===== src/rtl/trivium_stream.sv =====
// trivium_stream: W-bit-per-cycle Trivium keystream generator with a
// configurable warm-up and a valid/ready output handshake. State bit s(i)
// in Trivium's 1-indexed numbering is held at s_q[i-1].
module trivium_stream #(
  parameter int W           = 8,
  parameter int INIT_ROUNDS = 1152
) (
  input  logic         clk,
  input  logic         rst,
  input  logic         load,
  input  logic [79:0]  key,
  input  logic [79:0]  iv,
  output logic         busy,
  output logic         out_valid,
  input  logic         out_ready,
  output logic [W-1:0] ks
);

  // Reject illegal configurations at elaboration time.
  if (W < 1 || W > 64) begin : g_bad_w
    $error("trivium_stream: W=%0d outside 1..64", W);
  end
  if ((W >= 1) && ((INIT_ROUNDS % W) != 0 || INIT_ROUNDS < W || INIT_ROUNDS > 2047)) begin : g_bad_rounds
    $error("trivium_stream: INIT_ROUNDS=%0d must be a multiple of W=%0d and fit the 11-bit counter",
           INIT_ROUNDS, W);
  end

  localparam logic [10:0] W_STEP = 11'(W);
  localparam logic [10:0] ROUNDS = 11'(INIT_ROUNDS);

  typedef enum logic [1:0] {
    ST_IDLE = 2'd0,
    ST_INIT = 2'd1,
    ST_RUN  = 2'd2
  } state_e;

  state_e         state_q, state_d;
  logic [287:0]   s_q, s_d;
  logic [10:0]    cnt_q, cnt_d;

  logic [287:0]   walk;
  logic [288:0]   step_res;
  logic [287:0]   adv_state;
  logic [W-1:0]   adv_ks;

  // Initial state for a (key, iv) pair: key into s1..s80, iv into s94..s173,
  // s286..s288 set, everything else cleared.
  function automatic logic [287:0] load_state(input logic [79:0] k, input logic [79:0] v);
    logic [287:0] s;
    s          = 288'd0;
    s[79:0]    = k;
    s[172:93]  = v;
    s[287:285] = 3'b111;
    return s;
  endfunction

  // One Trivium update; returns {z, next_state}. z is taken before the
  // nonlinear feedback terms are folded in.
  function automatic logic [288:0] trivium_step(input logic [287:0] s);
    logic         t1, t2, t3, z;
    logic [287:0] n;
    t1 = s[65]  ^ s[92];
    t2 = s[161] ^ s[176];
    t3 = s[242] ^ s[287];
    z  = t1 ^ t2 ^ t3;
    t1 = t1 ^ (s[90]  & s[91])  ^ s[170];
    t2 = t2 ^ (s[174] & s[175]) ^ s[263];
    t3 = t3 ^ (s[285] & s[286]) ^ s[68];
    n  = {s[286:177], t2, s[175:93], t1, s[91:0], t3};
    return {z, n};
  endfunction

  // Unroll W steps from the registered state; bit k of the word is z of step k.
  always_comb begin
    walk     = s_q;
    step_res = 289'd0;
    adv_ks   = '0;
    for (int k = 0; k < W; k++) begin
      step_res  = trivium_step(walk);
      adv_ks[k] = step_res[288];
      walk      = step_res[287:0];
    end
    adv_state = walk;
  end

  // Next-state logic: load beats everything, INIT free-runs, RUN advances on a handshake.
  always_comb begin
    state_d = state_q;
    s_d     = s_q;
    cnt_d   = cnt_q;
    if (load) begin
      s_d     = load_state(key, iv);
      cnt_d   = 11'd0;
      state_d = ST_INIT;
    end else begin
      case (state_q)
        ST_IDLE: begin
          state_d = ST_IDLE;
        end
        ST_INIT: begin
          s_d   = adv_state;
          cnt_d = cnt_q + W_STEP;
          if (cnt_q + W_STEP == ROUNDS) begin
            state_d = ST_RUN;
          end else begin
            state_d = ST_INIT;
          end
        end
        ST_RUN: begin
          if (out_ready) begin
            s_d = adv_state;
          end else begin
            s_d = s_q;
          end
        end
        default: begin
          state_d = ST_IDLE;
          s_d     = 288'd0;
          cnt_d   = 11'd0;
        end
      endcase
    end
  end

  // State, cipher state and warm-up counter registers with synchronous reset.
  always_ff @(posedge clk) begin
    if (rst) begin
      state_q <= ST_IDLE;
      s_q     <= 288'd0;
      cnt_q   <= 11'd0;
    end else begin
      state_q <= state_d;
      s_q     <= s_d;
      cnt_q   <= cnt_d;
    end
  end

  assign busy      = (state_q == ST_INIT);
  assign out_valid = (state_q == ST_RUN);
  assign ks        = out_valid ? adv_ks : '0;

endmodule

===== config.mk =====
export PLATFORM = sky130hd
export DESIGN_NAME = trivium_stream
export DESIGN_NICKNAME = d
export VERILOG_FILES = /design/src/rtl/trivium_stream.sv
export SDC_FILE = /design/constraint.sdc
export NUM_CORES = 1
export LEC_CHECK = 0
export CAP_MARGIN = 10
export CORE_MARGIN = 3
export CORE_UTILIZATION = 50
export CTS_CLUSTER_SIZE = 10
export DETAILED_ROUTE_END_ITERATION = 10
export GPL_ROUTABILITY_DRIVEN = 1
export HOLD_SLACK_MARGIN = 0.15
export PLACE_DENSITY = 0.81
export SLEW_MARGIN = 30
export SYNTH_ARGS = -nofsm -noshare
export SYNTH_HDL_FRONTEND = slang
export SYNTH_SLANG_ARGS = --single-unit
export TNS_END_PERCENT = 1

===== constraint.sdc =====
create_clock -name clk -period 1.8 [get_ports clk]
set_input_delay 0.36 -clock clk [delete_from_list [all_inputs] [get_ports clk]]
set_output_delay 0.36 -clock clk [all_outputs]
set_load 0.1 [all_outputs]

Yosys cells after proc, flatten, opt, wreduce, memory -nomap -nowiden
Cells that the tools add are included.
{"block": "word_totals", "register_bits": 301, "latchBits": 0, "mem_bits_rw": 0, "rom_bits": 0, "in_bits": 164, "output_inout_bits": 10, "elab_cells": 139, "n_memories": 0}
{"block": "classes", "addsub": 1, "multipliers": 0, "n_div": 0, "n_lt_le_gt_ge": 0, "eq_ne": 7, "shifts": 0, "mux": 8, "bitwise": 113, "n_reduce_logical": 5}
{"op": "288-bit case mux with 3 select lines", "count": 1}
{"op": "288-bit two-way mux", "count": 2}
{"op": "1-bit bitwise XOR", "count": 88}
{"op": "1-bit bitwise AND", "count": 24}
{"op": "11-bit case mux with 2 select lines", "count": 1}
{"op": "11-bit by 4-bit adder with 11-bit output (second input constant)", "count": 1}
{"op": "11-bit == test (second input constant)", "count": 1}
{"op": "8-bit two-way mux", "count": 1}
{"op": "2-bit inequality test (second input constant)", "count": 2}
{"op": "2-bit case mux with 2 select lines", "count": 1}
{"op": "2-bit AND reduction", "count": 2}
{"op": "2-bit OR reduction", "count": 2}
{"op": "3-bit by 2-bit inequality test with 1-bit output (second input constant)", "count": 1}
{"op": "2-bit by 1-bit == test with 1-bit output (second input constant)", "count": 1}
{"op": "2-bit == test (second input constant)", "count": 1}
{"op": "2-bit zero test", "count": 1}
{"op": "2-bit two-way mux", "count": 1}
{"op": "2-bit by 1-bit inequality test with 1-bit output (second input constant)", "count": 1}
{"op": "1-bit two-way mux", "count": 1}
{"op": "1-bit NOT", "count": 1}

Depth between registers and ports, before layout
{"block": "logic_depth", "depth_word": 6, "ltp_mapped": 10, "ltp_nobuf": 7}

Worst setup path before layout
No wires, ideal clock.
{"block": "synth_path", "path_type": "register to output", "startpoint": "reg state_q[0]", "endpoint": "out ks[0]", "arrival_time_ns": 2.292, "t_required_ns": 1.440, "path_slack_ns": -0.852, "stages_incl_launch_ff": 5, "n_path_buf": 1, "cell_sequence": "dfxtp_1 > inv_1 > ha_1 > clkbuf_1 > and2_1"}
{"block": "synth_between", "elab_chain_len": 2}
{"item": "start: declaration", "line": "37", "text": "state_e state_q, state_d;"}
{"item": "start signal: assignment", "line": "132", "text": "state_q <= state_d;"}
{"item": "2-bit == test", "line": "139", "text": "assign out_valid = (state_q == ST_RUN);"}
{"item": "via out_valid", "line": "14", "text": "output logic out_valid,"}
{"item": "8-bit two-way mux", "line": "140", "text": "assign ks = out_valid ? adv_ks : '0;"}
{"item": "end: declaration", "line": "16", "text": "output logic [W-1:0] ks"}
The timed path passes the listed nets, and every way through them passes these cells.

Final worst setup path
{"block": "layout_path", "startpoint": "reg s_q[158]", "endpoint": "out ks[3]"}
{"block": "layout_between", "elab_chain_len": 4}
{"item": "start: declaration", "line": "38", "text": "logic [287:0] s_q, s_d;"}
{"item": "start signal: assignment", "line": "129", "text": "s_q <= 288'd0;"}
{"item": "start signal: assignment", "line": "133", "text": "s_q <= s_d;"}
{"item": "1-bit bitwise XOR", "line": "63", "text": "t2 = s[161] ^ s[176];"}
{"item": "1-bit bitwise XOR (2 in a row)", "line": "65", "text": "z = t1 ^ t2 ^ t3;"}
{"item": "8-bit two-way mux", "line": "140"}
Every way passes these cells.

==> flow_summary.ini <==
[clocking]
clk_pin_slew_worst_paths_ns = 0.05
clock_latency_ns = 0.52
cts_tree = built
cts_max_level = 2
cts_root_buffer = clkbuf_16
numClockSinks = 298
cts_hold_buf = 0
cts_made_buffers = 35
cts_max_path_buffers = 3

[detailed_routing]
avgViaCountPerCell = 5.92
remaining_drc_errors = 0
vias = 13400
drtIter0Drc = 1491
ant_nets = 0
avgRoutedWirePerCell_um = 18.7
drt-pass1-iter-count = 5
routed_wl_mm = 42.4

[worst_setup_path]
setup.worst_path.start_class = flop
path_max_fanout = 2
reg2reg_to = s_q[144]$_SDFFE_PP0P_
r2r-start = state_q[0]$_SDFFE_PP0P_
end_kind = output pin
critPathArrivalTime_ns = 1.88
worstSetupPathType = flop to output pin
r2r_slack_ns = -0.13
worstRegToRegCells = 9
cp.required_ns = 1.44

[timing]
tightest_slew_ns = 0.502
setup_viol = 57
period_minus_slack_ns = 2.24
grt_setup_unrepaired = yes
slew_viol_final = 0
hold_violations = 0
post-route-period-util_pct = 125
max_freq_mhz = 446
setup_slack_ns = -0.441
clock_skew_ns = 0.0292
maxSlewHeadroom_pct = 66.5

[placement]
gp_congestion = 0.929
dp_hpwl_mm = 27.7
dp_cells = 2220
io_buffers = 173
place_area_um2 = 16500

[floorplanning]
core_area_um2 = 27000
die_area_um2 = 29600
io_pins = 174
die_w_um = 172
row_count = 60
initial_core_util_pct = 51.0
die_h_um = 172

[pwr]
p_comb_share_pct = 14.5
ir_drop_mv = 0.610
clkPwrFrac_pct = 40.0
seqPwrFrac_pct = 45.6
intPower_mw = 11.4
powerDensity_nw_per_um2 = 849
p_sw_mw = 3.96
p_sw_share_pct = 25.8
p_leak_nw = 6.46

[min_path]
hold_depth = 2
worstHoldStart = rst
min_path_type = input port to flop
min_to = s_q[16]$_SDFFE_PP0P_

[synth]
synth-simple-area-share_pct = 26.5
ys_warn_count = 0
synth-compound-area-share_pct = 18.7
yosys_register_bits = 298
synth_nets = 1931
avgSynthCellArea_um2 = 7.81
muxShareOfSynthArea_pct = 0
syn_inst = 1763
synth_cell_types = 39
yosysMostFrequentCell = nand2_1
synth-main-ff-cell = dfxtp_1
synthAdderAreaFrac_pct = 0.363
synth_area_leaders = dfxtp_1, nand2_1, a21oi_1, nand3_1, a21o_1
synthXorXnorAreaFrac_pct = 5.60
synth.largest_area_cell = dfxtp_1
ys_seq_area_share_pct = 43.3
netlist.area_leader.share_pct = 43.3
synth_top_family_by_area = simple AND/OR/NAND/NOR gates
synth_edf_count = 0
mappedNetlistArea_um2 = 13800
synth_commonest_cells = nand2_1, dfxtp_1, a21oi_1, nand3_1, a21o_1
ys_async_sr_fraction_pct = 0

[grt]
grt_max_degree = 128
overflow = 0
gr-usage-all-layers_pct = 27.3
grt_pass1_vias = 12600
antenna_found_initial = 0
grt_pass1_wl_mm = 65.2

[run]
max_cap_viol_count = 0

[status]
violations = setup timing
outcome = finished, violations left

[final_layout]
multi_input_area_um2 = 7640
nFillCells = 2033
seqCellArea_um2 = 6000
nets = 2088
areaGrowthSynthToFinish_pct = 31.4
drive_gt1_share_pct = 15.0
final_area_um2 = 18100
antenna_cells = 0
final_cells = 2264
[stage by stage]
stage	total power, mW	TNS, ns	worst slack, ns	hold slack, ns	util, %
detailed placement	9.15	-50.14	-0.339	0.440	61.0
global route	15.8	-12.53	-0.472	0.167	67.0
finish	15.4	-5.81	-0.441	0.169	67.0
global placement	9.12	-45.24	-0.275	0.438	61.0
CTS	15.3	-3.65	-0.408	0.152	65.8
floorplan	8.19	-12.88	-0.168	0.427	-
[routing by layer]
layer	track usage (%)	wire length, um	up-vias
li1	-	-	6328
met2	44.1	19900	678
met4	12.0	2220	0
met5	0	0	-
met1	36.7	17000	6257
met3	3.82	3230	133
[registers in the layout (all words and copies together) (netlist names)]
| signal | cells |
|---|---|
| cnt_q | 8 |
| s_q | 288 |
| state_q | 2 |
[cells in the final DEF (no fill, tap or decap), types with 36 or more instances in the layout]
cell type        count
nor3_1              56
a211oi_1            40
clkbuf_16           36
clkdlybuf4s50_1    161
xnor2_1             46
a21o_1             108
a21oi_2             42
dfxtp_1            280
and3_1              60
a21oi_1            192
nand3_1            191
buf_4               72
nand2_1            346
buf_12              38
nor2b_1             53
nor2_1              44
[layout make-up]
| cell class | count | area share, % |
|---|---|---|
| Sequential cell | 298 | 33.1 |
| Clock buffer | 38 | 5.02 |
| Multi-Input combinational cell | 1297 | 42.2 |
| Timing Repair Buffer | 284 | 17.0 |
| Inverter | 4 | 0.111 |
| Tap cell | 341 | 2.36 |
| Clock inverter | 2 | 0.138 |
[worst max-delay path: stages (launching register included)]
cell,delay [ns]
dfxtp_1,0.33
xnor2_2,0.31
xnor2_2,0.14
xnor2_2,0.23
and2_4,0.18
buf_12,0.16
[power by group through the flow]
stage | Combinational (mW) | Clock, mW | Sequential [mW]
floorplan | 1.12 | 0 | 7.07
global placement | 2.00 | 0 | 7.11
detailed placement | 2.03 | 0 | 7.12
CTS | 2.13 | 6.19 | 6.99
global route | 2.37 | 6.46 | 7.02
finish | 2.22 | 6.14 | 7.01
[what timing repair did]
item	4_1_cts	5_1_grt
pin swaps	36	75
setup endpoints to repair	97	203
resized for setup	69	70
setup buffers	3	2
[worst max-delay path by stage]
stage	from	end	slack, ns
detailed placement	out_ready	s_q[144]$_SDFFE_PP0P_	-0.34
finish	s_q[158]$_SDFFE_PP0P_	ks[3]	-0.44
global placement	out_ready	s_q[144]$_SDFFE_PP0P_	-0.28
floorplan	state_q[1]$_SDFFE_PP0N_	state_q[1]$_SDFFE_PP0N_	-0.17
CTS	s_q[170]$_SDFFE_PP0P_	ks[6]	-0.41
global route	s_q[158]$_SDFFE_PP0P_	ks[3]	-0.47
[cells by family (layout without fill, tap and decap cells)]
| family | Yosys count | in the layout |
|---|---|---|
| XOR/XNOR | 88 | 88 |
| buffers and inverters | 168 | 328 |
| adder cells (fa/ha/maj) | 4 | 4 |
| AO/OA/AOI/OAI | 416 | 416 |
| AND/OR/NAND/NOR | 789 | 789 |
| flip-flops | 298 | 298 |
No activity file was read; power rests on OpenSTA's default activity.
